## src/rtl/hwag_sync_ctrl.sv

```systemverilog
// Crank-wheel synchronisation controller: arms the period counter, fills the
// period pipeline, hunts for the missing-tooth gap and tracks tooth index.
module hwag_sync_ctrl #(
  parameter int TCNT_WIDTH = 6,
  parameter int TCNT_TOP   = 57,
  parameter int TCNT_LOAD  = 3,   // must not exceed TCNT_TOP
  parameter int CONFIRM    = 2,
  parameter int ERR_WIDTH  = 8
) (
  input  logic                  clk_i,
  input  logic                  rst_ni,
  input  logic                  ena_i,
  input  logic                  edge_i,
  input  logic                  gap_i,
  input  logic                  gap_early_i,
  input  logic                  pcnt_ovf_i,
  output logic                  pcnt_run_o,
  output logic                  shift_ena_o,
  output logic [TCNT_WIDTH-1:0] tcnt_o,
  output logic                  sync_o,
  output logic                  rev_pulse_o,
  output logic                  lost_o,
  output logic [1:0]            last_err_o,
  output logic [ERR_WIDTH-1:0]  err_cnt_o,
  output logic [2:0]            state_o
);

  typedef enum logic [2:0] {
    S_IDLE    = 3'd0,
    S_ARM     = 3'd1,
    S_FILL    = 3'd2,
    S_SEARCH  = 3'd3,
    S_CONFIRM = 3'd4,
    S_SYNC    = 3'd5
  } state_e;

  localparam int CW = $clog2(CONFIRM + 1);
  localparam logic [CW-1:0]         CONF_LAST = CW'(CONFIRM - 1);
  localparam logic [TCNT_WIDTH-1:0] TOP       = TCNT_WIDTH'(TCNT_TOP);
  localparam logic [TCNT_WIDTH-1:0] LOAD      = TCNT_WIDTH'(TCNT_LOAD);

  state_e                state_q, state_d;
  logic [TCNT_WIDTH-1:0] tcnt_q, tcnt_d;
  logic [1:0]            fill_q, fill_d;
  logic [CW-1:0]         conf_q, conf_d;
  logic                  run_q, run_d;
  logic                  sync_q, sync_d;
  logic                  shift_q, shift_d;
  logic                  rev_q, rev_d;
  logic                  lost_q, lost_d;
  logic [1:0]            last_err_q, last_err_d;
  logic [ERR_WIDTH-1:0]  err_cnt_q, err_cnt_d;
  logic                  err_hit;
  logic [1:0]            err_code;

  always_comb begin
    state_d    = state_q;
    tcnt_d     = tcnt_q;
    fill_d     = fill_q;
    conf_d     = conf_q;
    run_d      = run_q;
    sync_d     = sync_q;
    shift_d    = 1'b0;
    rev_d      = 1'b0;
    lost_d     = 1'b0;
    last_err_d = last_err_q;
    err_cnt_d  = err_cnt_q;
    err_hit    = 1'b0;
    err_code   = 2'd0;

    if (!ena_i) begin
      state_d = S_IDLE;
      run_d   = 1'b0;
      sync_d  = 1'b0;
      tcnt_d  = '0;
    end else if (pcnt_ovf_i && (state_q inside {S_FILL, S_SEARCH, S_CONFIRM, S_SYNC})) begin
      err_hit  = 1'b1;
      err_code = 2'd1;
    end else begin
      case (state_q)
        S_IDLE: state_d = S_ARM;
        S_ARM: if (edge_i) begin
          run_d   = 1'b1;
          fill_d  = '0;
          state_d = S_FILL;
        end
        // The arming edge counts as the first of three, so two FILL edges suffice.
        S_FILL: if (edge_i) begin
          shift_d = 1'b1;
          fill_d  = fill_q + 1'b1;
          if (fill_q == 2'd1) state_d = S_SEARCH;
        end
        S_SEARCH: if (edge_i) begin
          shift_d = 1'b1;
          if (gap_i) begin
            tcnt_d  = LOAD;
            conf_d  = '0;
            state_d = S_CONFIRM;
          end
        end
        S_CONFIRM, S_SYNC: if (edge_i) begin
          if (tcnt_q != TOP) begin
            if (gap_early_i) begin
              err_hit  = 1'b1;
              err_code = 2'd3;
            end else begin
              tcnt_d  = tcnt_q + 1'b1;
              shift_d = 1'b1;
            end
          end else if (gap_i) begin
            // Gap period is not shifted in: it would poison the comparators.
            tcnt_d = '0;
            if (state_q == S_SYNC) begin
              rev_d = 1'b1;
            end else begin
              conf_d = conf_q + 1'b1;
              if (conf_q == CONF_LAST) begin
                state_d = S_SYNC;
                sync_d  = 1'b1;
              end
            end
          end else begin
            err_hit  = 1'b1;
            err_code = 2'd2;
          end
        end
        default: state_d = S_IDLE;
      endcase
    end

    if (err_hit) begin
      lost_d     = 1'b1;
      last_err_d = err_code;
      err_cnt_d  = (&err_cnt_q) ? err_cnt_q : err_cnt_q + 1'b1;
      sync_d     = 1'b0;
      run_d      = 1'b0;
      tcnt_d     = '0;
      shift_d    = 1'b0;
      rev_d      = 1'b0;
      state_d    = S_IDLE;
    end
  end

  always_ff @(posedge clk_i or negedge rst_ni) begin
    if (!rst_ni) begin
      state_q    <= S_IDLE;
      tcnt_q     <= '0;
      fill_q     <= '0;
      conf_q     <= '0;
      run_q      <= 1'b0;
      sync_q     <= 1'b0;
      shift_q    <= 1'b0;
      rev_q      <= 1'b0;
      lost_q     <= 1'b0;
      last_err_q <= 2'd0;
      err_cnt_q  <= '0;
    end else begin
      state_q    <= state_d;
      tcnt_q     <= tcnt_d;
      fill_q     <= fill_d;
      conf_q     <= conf_d;
      run_q      <= run_d;
      sync_q     <= sync_d;
      shift_q    <= shift_d;
      rev_q      <= rev_d;
      lost_q     <= lost_d;
      last_err_q <= last_err_d;
      err_cnt_q  <= err_cnt_d;
    end
  end

  assign pcnt_run_o  = run_q;
  assign shift_ena_o = shift_q;
  assign tcnt_o      = tcnt_q;
  assign sync_o      = sync_q;
  assign rev_pulse_o = rev_q;
  assign lost_o      = lost_q;
  assign last_err_o  = last_err_q;
  assign err_cnt_o   = err_cnt_q;
  assign state_o     = state_q;

endmodule

```

## config.mk

```make
export PLATFORM = sky130hd
export DESIGN_NAME = hwag_sync_ctrl
export DESIGN_NICKNAME = d
export VERILOG_FILES = /design/src/rtl/hwag_sync_ctrl.sv
export SDC_FILE = /design/constraint.sdc
export NUM_CORES = 1
export LEC_CHECK = 0
export CAP_MARGIN = 20
export CORE_MARGIN = 2
export CORE_UTILIZATION = 52
export CTS_CLUSTER_DIAMETER = 60
export DETAILED_ROUTE_END_ITERATION = 10
export GPL_TIMING_DRIVEN = 0
export PLACE_DENSITY = 0.78
export SETUP_SLACK_MARGIN = 0.3
export SYNTH_ARGS = -nofsm -noshare
export SYNTH_HDL_FRONTEND = slang
export SYNTH_SLANG_ARGS = --single-unit
```

## constraint.sdc

```tcl
create_clock -name clk_i -period 2.75 [get_ports clk_i]
set_clock_uncertainty 0.2 [all_clocks]
set_input_delay 0.4125 -clock clk_i [delete_from_list [all_inputs] [get_ports clk_i]]
set_output_delay 0.4125 -clock clk_i [all_outputs]
set_load 0.01 [all_outputs]
```

==> results of run 1 <==
[logic make-up after synthesis]
| family | count (synthesis) | share of synthesized area [%] |
|---|---|---|
| DFF | 28 | 42.42 |
| buffers and inverters | 14 | 4.697 |
| muxes | 7 | 4.772 |
| and+or+nand+nor | 68 | 23.87 |
| xor gates and xnor gates | 11 | 5.834 |
| AOI/OAI and AO/OA | 31 | 14.62 |
| adders and majority gates | 5 | 3.788 |
[registers in the layout (all words and copies together) (netlist names), 2 cells and up]
name	flops
tcnt_o	6
fill_q	2
state_o	3
last_err_o	2
err_cnt_o	8
conf_q	2
[metrics by stage]
stage          power (mW)  area, sq um
2_1_floorplan      0.9776         1652
3_3_place_gp        1.200         2007
3_5_place_dp        1.229         2034
4_1_cts             1.397         2057
5_1_grt             1.481         2057
6_report            1.386         2057
[worst min path at each step]
| stage | end | slack, ns | cells past startpoint |
|---|---|---|---|
| after floorplan | conf_q[0]$_DFFE_PN0P_ | -0.08 | 0 |
| after global placement | conf_q[1]$_DFFE_PN0P_ | 0.27 | 1 |
| after detailed placement | conf_q[1]$_DFFE_PN0P_ | 0.29 | 1 |
| after CTS | tcnt_o[4]$_DFFE_PN0P_ | 0.20 | 1 |
| after global routing | tcnt_o[5]$_DFFE_PN0P_ | 0.20 | 1 |
| final | conf_q[0]$_DFFE_PN0P_ | 0.19 | 1 |
[layout make-up]
| class | instances | area (sq um) | share of cell area, % |
|---|---|---|---|
| timing repair buffer | 31 | 327.8 | 15.94 |
| clock buffer | 3 | 22.52 | 1.095 |
| sequential | 28 | 700.7 | 34.06 |
| multi-input combinational | 122 | 873.3 | 42.46 |
| buffer | 6 | 47.55 | 2.311 |
| inverter | 8 | 30.03 | 1.460 |
| tap | 44 | 55.05 | 2.676 |
[synthesized netlist by cell type, types with 2 or more instances]
cell type  instances
and4_1             2
buf_2              2
xor2_1             2
xnor2_1            9
dfrtp_1           28
nand4bb_1          2
nor3_1             4
buf_4              2
buf_6              2
nor4_1             2
o21ai_0            3
nand4_1            5
and2_1             3
a21oi_1            8
o31ai_1            2
o21ai_1            2
a22o_1             2
inv_1              8
nand3_1            4
mux2_1             3
ha_1               5
and3_1             4
a31oi_1            4
or3_1              3
nor2_1            13
nand2_1           11
or2_2              2
mux2i_1            3
[power groups by stage]
stage,Sequential (mW),Clock (mW),Combinational [mW]
after global routing,0.580,0.188,0.713
after floorplan,0.594,0,0.384
after global placement,0.570,0,0.630
after CTS,0.567,0.173,0.657
final,0.567,0.165,0.654
after detailed placement,0.575,0,0.654
[layer usage]
metal  vias up  global-route usage, %  share of wire [%]  wire length, um
li1        662                      -                  -                -
met1       643                  25.82                 43             1521
met2        41                  37.58                 50             1762
met3         9                  4.478                4.5              159
met4         0                  9.206                2.2               79
met5         -                      0                  0                0
[cells in the final DEF (no fill, tap or decap), drive strengths merged, types with 3 or more instances in the layout]
master         instances
or3                    3
dfrtp                 28
a31oi                  4
mux2                   4
and2                   3
or2                    3
and3                   4
o21ai                  5
nor4                   3
nand3                  4
nor3                   5
clkdlybuf4s50         30
a21oi                  8
mux2i                  3
buf                    7
nand2                 12
nor2                  14
xnor2                  9
ha                     5
a211oi                 3
clkbuf                 3
nand4                  5
inv                    8
o31ai                  3
==> impl_metrics.py, run 1 <==
metrics = {
    "power": {
        "power_leakage_nw": 0.8435,
        "power.share.combinational_pct": 47.2,
        "swShare_pct": 36.49,
        "internal_power_component_mw": 0.8803,
        "max-vdd-ir-drop_uv": 493.8,
        "seqPwrFrac_pct": 40.9,
        "cellPowerDensity_nw_per_um2": 673.8,
        "power.share.clock_pct": 11.9,
        "power.switching_mw": 0.5058,
    },
    "floorplan": {
        "die-width_um": 60.36,
        "design.die.area_sq_um": 3643,
        "die_height_um": 60.36,
        "placeable_core_region_sq_um": 3028,
        "row_count": 20,
        "floorplan.io_pins": 31,
        "start_util_pct": 54.55,
    },
    "placement": {
        "routabilityCongestion": 0.8453,
        "placed_wire_length_estimate_um": 2782,
        "buffer_ports.inserted": 30,
        "instance_count_after_placement_with_tap_cells_included": 239,
        "pre_cts_slack_ns": 0.2381,
    },
    "synthesis": {
        "synthesis.nets": 176,
        "synth_seq_cells": 28,
        "yosys_most_used_dff": "dfrtp_1",
        "synth-async-reset-ratio_pct": 100.0,
        "syn_inst": 164,
        "synth.largest_area_cell": "dfrtp_1",
        "post_synth_edffs": 0,
        "netlist_area_pre_place_sq_um": 1652,
        "seq_area_frac_synth_pct": 42.42,
        "netlist_top_cells_area": "dfrtp_1 (42%), xnor2_1 (4.8%), ha_1 (3.8%)",
        "synth.avg_cell_area_sq_um": 10.07,
        "synth.yosys.warnings": 0,
        "post_synth_cell_types": 52,
        "synth_top_cell_area_share_pct": 42.42,
    },
    "worst_setup_path": {
        "worstPathBufferInverterCount": 1,
        "crit_path_top_delay_cell": "dfrtp_1",
        "reg2reg_depth": 7,
        "critical_path.startpoint_type": "flop",
        "critical_path.startpoint": "tcnt_o[1]$_DFFE_PN0P_",
        "timing.setup.critical_path_class": "reg -> reg",
        "timing.rr.start": "tcnt_o[1]$_DFFE_PN0P_",
        "critPathCaptureType": "flop",
        "worst-endpoint-required_ns": 2.81,
        "cp_delay_by_family_top": "compound AO/OA/AOI/OAI gates",
        "crit_arrival_ns": 2.35,
        "cp.depth": 7,
        "timing.critical_path.slowest_cell_delay_ns": 0.45,
        "setup.worst_path.end": "state_o[0]$_DFFE_PN0P_",
        "timing.critical_path.fanout_max": 6,
        "cp_cell_sequence": "inv_1 > ha_1 > and4_1 > nand3_1 > a211oi_4 > mux2_1 > a21oi_1",
        "critical_path.reg2reg.endpoint": "state_o[0]$_DFFE_PN0P_",
        "setup.reg_to_reg.worst_slack_ns": 0.46,
    },
    "finish": {
        "post_route_cells_drive_above_1_share_pct": 11.62,
        "post-route-util_pct": 67.93,
        "nFillCells": 259,
        "area_growth_pct": 24.55,
        "final-instance-count-excl-fill": 242,
        "final_nets": 212,
        "num_antenna_cells": 0,
    },
    "global_routing": {
        "grt_pass1_vias": 1342,
        "global_route.usage.total_pct": 21.58,
        "gr-total-overflow": 0,
        "grt_antenna_before_repair": 0,
        "grt_first_pass_wirelength_um": 5858,
        "maximum_number_of_pins_on_one_net_before_global_route_repair": 21,
    },
    "clock_network": {
        "worstSkewPairLatency_ns": 0.32,
        "cts_sinks": 28,
        "cts-root-buf": "clkbuf_4",
        "cts.htree.levels": 1,
        "number_of_buffers_inserted_during_clock_tree_synthesis": 3,
        "clk_path_buf_depth": 2,
        "cts_tree": "built",
        "clk_pin_slew_worst_paths_ns": 0.14,
        "post_cts_hold_buffer_count": 0,
        "post_cts.repair.setup_buffers": 0,
        "post_cts.resized_instances": 0,
    },
    "drt": {
        "wl_per_cell_um": 14.55,
        "firstDrtPassIters": 4,
        "route.vias.total": 1355,
        "drt_drc_violations_left": 0,
        "routed_wirelength_um": 3522,
        "remaining_number_of_nets_flagged_by_the_antenna_check_after_routing": 0,
        "drt_iter0_drc": 49,
        "avgViaCountPerCell": 5.599,
    },
    "timing": {
        "setup_tns_ns": 0,
        "drv_slew": 0,
        "setup_ws_ns": 0.4584,
        "finalCriticalPeriod_ns": 2.292,
        "max_slew.worst_pin.slew_ns": 0.4792,
        "max_freq_ghz": 0.4364,
        "rsz0062_at_grt": "no",
        "finalHoldWorstSlack_ns": 0.1933,
        "post-route-period-util_pct": 83.33,
        "max_slew_margin_pct": 67.95,
        "setup_viol": 0,
        "hold_violations": 0,
    },
    "worst_hold_path": {
        "hp_class": "in -> async",
    },
    "outcome": {
        "status": "finished clean",
    },
    "job": {
        "maxCapViolCount": 0,
    },
}
(Power assumes the default switching activity.)
==> run 2: changes to the inputs <==
clock period = 2.4 ns   (was 2.75 ns; I/O delays follow)
==> run 2 against run 1 <==
Worst setup slack worse by 0.16 ns. Count of clock-buffer cells in the layout stayed put. Global-route usage is 0.63 points higher. Via count is 3.8% higher. Highest routed layer unchanged. Power is 20% higher. Register-to-register slack worse by 0.16 ns. Combinational power is 26% higher. Hold slack worse by 0.047 ns. First-iteration DRC count is 10% higher.
==> impl_metrics.py, run 2 (synthesis gave the netlist of run 1 again) <==
metrics = {
    "clock_network": {
        "cts-root-buf": "clkbuf_4",
        "cts_sinks": 28,
        "clk_pin_slew_worst_paths_ns": 0.14,
        "worstSkewPairLatency_ns": 0.32,
        "clk_path_buf_depth": 2,
        "cts.htree.levels": 1,
        "number_of_buffers_inserted_during_clock_tree_synthesis": 3,
        "cts_tree": "built",
    },
    "timing": {
        "setup_viol": 0,
        "rsz0062_at_grt": "yes",
        "setup_tns_ns": 0,
        "max_slew.worst_pin.slew_ns": 0.4869,
        "finalCriticalPeriod_ns": 2.103,
        "post-route-period-util_pct": 87.62,
        "hold_violations": 0,
        "drv_slew": 0,
        "max_freq_ghz": 0.4755,
        "max_slew_margin_pct": 67.44,
    },
    "floorplan": {
        "die-width_um": 60.36,
        "placeable_core_region_sq_um": 3028,
        "start_util_pct": 54.55,
        "floorplan.io_pins": 31,
        "row_count": 20,
        "die_height_um": 60.36,
        "design.die.area_sq_um": 3643,
    },
    "outcome": {
        "status": "finished clean",
    },
    "finish": {
        "final-instance-count-excl-fill": 250,
        "largest_register_ffs": 8,
        "post-route-util_pct": 71.61,
        "nFillCells": 234,
        "post_route_cells_drive_above_1_share_pct": 19.90,
        "multi_input_comb_area_sq_um": 919.6,
        "layout.cells.most_common_list": "dfrtp_1 (28), clkdlybuf4s50_1 (28), nor2_1 (13), nand2_1 (11), buf_4 (10)",
        "final_nets": 220,
        "num_antenna_cells": 0,
        "area_growth_pct": 31.29,
        "ff_latch_area_sq_um": 700.7,
    },
    "global_routing": {
        "grt_pass1_vias": 1408,
        "maximum_number_of_pins_on_one_net_before_global_route_repair": 21,
        "global_route.usage.total_pct": 22.20,
        "grt_antenna_before_repair": 0,
        "gr-total-overflow": 0,
        "grt_first_pass_wirelength_um": 6037,
    },
    "power": {
        "swShare_pct": 36.07,
        "power.share.combinational_pct": 49.6,
        "power_leakage_nw": 0.9211,
        "max-vdd-ir-drop_uv": 626.7,
        "power.switching_mw": 0.5991,
        "internal_power_component_mw": 1.062,
        "power.share.clock_pct": 11.4,
        "seqPwrFrac_pct": 39.0,
        "cellPowerDensity_nw_per_um2": 766.1,
    },
    "worst_setup_path": {
        "crit_arrival_ns": 2.13,
        "timing.critical_path.fanout_max": 3,
        "crit_path_top_delay_cell": "dfrtp_1",
        "cp_cell_sequence": "inv_2 > ha_4 > nand4_1 > nor2_2 > a31oi_1 > or3_4 > mux2_1",
        "reg2reg_depth": 7,
        "critical_path.startpoint_type": "flop",
        "critPathCaptureType": "flop",
        "worst-endpoint-required_ns": 2.43,
        "timing.critical_path.slowest_cell_delay_ns": 0.42,
        "timing.setup.critical_path_class": "reg -> reg",
    },
    "placement": {
        "buffer_ports.inserted": 30,
        "instance_count_after_placement_with_tap_cells_included": 239,
        "placed_wire_length_estimate_um": 2782,
        "routabilityCongestion": 0.8453,
    },
    "drt": {
        "routed_wirelength_um": 3755,
        "wl_per_cell_um": 15.02,
        "avgViaCountPerCell": 5.628,
        "drt_iter0_drc": 54,
        "firstDrtPassIters": 4,
        "route.vias.total": 1407,
        "remaining_number_of_nets_flagged_by_the_antenna_check_after_routing": 0,
        "drt_drc_violations_left": 0,
    },
    "worst_hold_path": {
        "hp_class": "in -> async",
    },
    "job": {
        "maxCapViolCount": 0,
    },
}
-- run 2: cell types whose count changed in the layout (fill, tap and decap cells not counted), moves of 2 or more --
cell / before / now
buf_4: 2 / 10
mux2_4: 1 / 3
mux2_1: 3 / 1
clkdlybuf4s50_1: 30 / 28
dlymetal6s2s_1: 0 / 2
-- run 2: layer usage --
| layer | GRT usage [%] | wire length [um] | vias to the layer above |
|---|---|---|---|
| met5 | 0 | 0 | - |
| met4 | 11.75 | 80 | 0 |
| met3 | 5.117 | 195 | 10 |
| met2 | 38.66 | 1913 | 53 |
| met1 | 25.27 | 1566 | 669 |
| li1 | - | - | 675 |
-- run 2: cell type report --
| class | count | share of cell area [%] |
|---|---|---|
| multi-input cells | 122 | 42.41 |
| flip-flops and latches | 28 | 32.31 |
| repair buffers | 39 | 18.12 |
| well taps | 44 | 2.539 |
| plain buffers | 6 | 2.193 |
| inverters | 8 | 1.385 |
| clock buffers | 3 | 1.039 |
-- run 2: repair_timing --
item,in CTS,in global routing
endpoints found under the setup margin,16,16
cloned,0,0
pin swaps,3,7
hold buffers,0,0
setup buffers,6,2
gates resized for setup,2,12
-- run 2: power by group through the flow --
stage | Combinational [mW] | Clock [mW] | Sequential, mW
finish | 0.824 | 0.190 | 0.647
global route | 0.893 | 0.215 | 0.663
CTS | 0.793 | 0.199 | 0.646
floorplan | 0.440 | 0 | 0.680
detailed placement | 0.749 | 0 | 0.658
global placement | 0.722 | 0 | 0.653
-- run 2: worst max-delay path: cells and delay by family (launching register included) --
| kind | cells | cell delay [ns] |
|---|---|---|
| AND/OR/NAND/NOR | 3 | 0.79 |
| buffers and inverters | 1 | 0.07 |
| flip-flops | 1 | 0.42 |
| AO/OA/AOI/OAI | 1 | 0.10 |
| multiplexers | 1 | 0.31 |
| adder cells (fa/ha/maj) | 1 | 0.13 |
-- run 2: worst paths after layout --
| check | start | slack, ns | endpoint |
|---|---|---|---|
| min in group clk_i | edge_i | 0.30 | shift_ena_o$_DFF_PN0_ |
| setup reg to reg | tcnt_o[1]$_DFFE_PN0P_ | 0.30 | conf_q[1]$_DFFE_PN0P_ |
| hold reg to reg | conf_q[1]$_DFFE_PN0P_ | 0.32 | conf_q[1]$_DFFE_PN0P_ |
| max in group asynchronous | rst_ni | 1.40 | state_o[2]$_DFFE_PN0P_ |
| hold / removal | rst_ni | 0.15 | tcnt_o[4]$_DFFE_PN0P_ |
| setup / recovery | tcnt_o[1]$_DFFE_PN0P_ | 0.30 | conf_q[1]$_DFFE_PN0P_ |
-- run 2: per-stage QoR --
stage / setup slack [ns] / power, mW / hold WS (ns) / cell area, sq um
global route: 0.2174 / 1.772 / 0.1524 / 2168
detailed placement: -0.05941 / 1.408 / 0.2887 / 2034
global placement: -0.06237 / 1.375 / 0.2743 / 2007
finish: 0.2971 / 1.661 / 0.1458 / 2168
CTS: 0.2728 / 1.637 / 0.1470 / 2108
floorplan: 0.3360 / 1.120 / -0.1356 / 1652
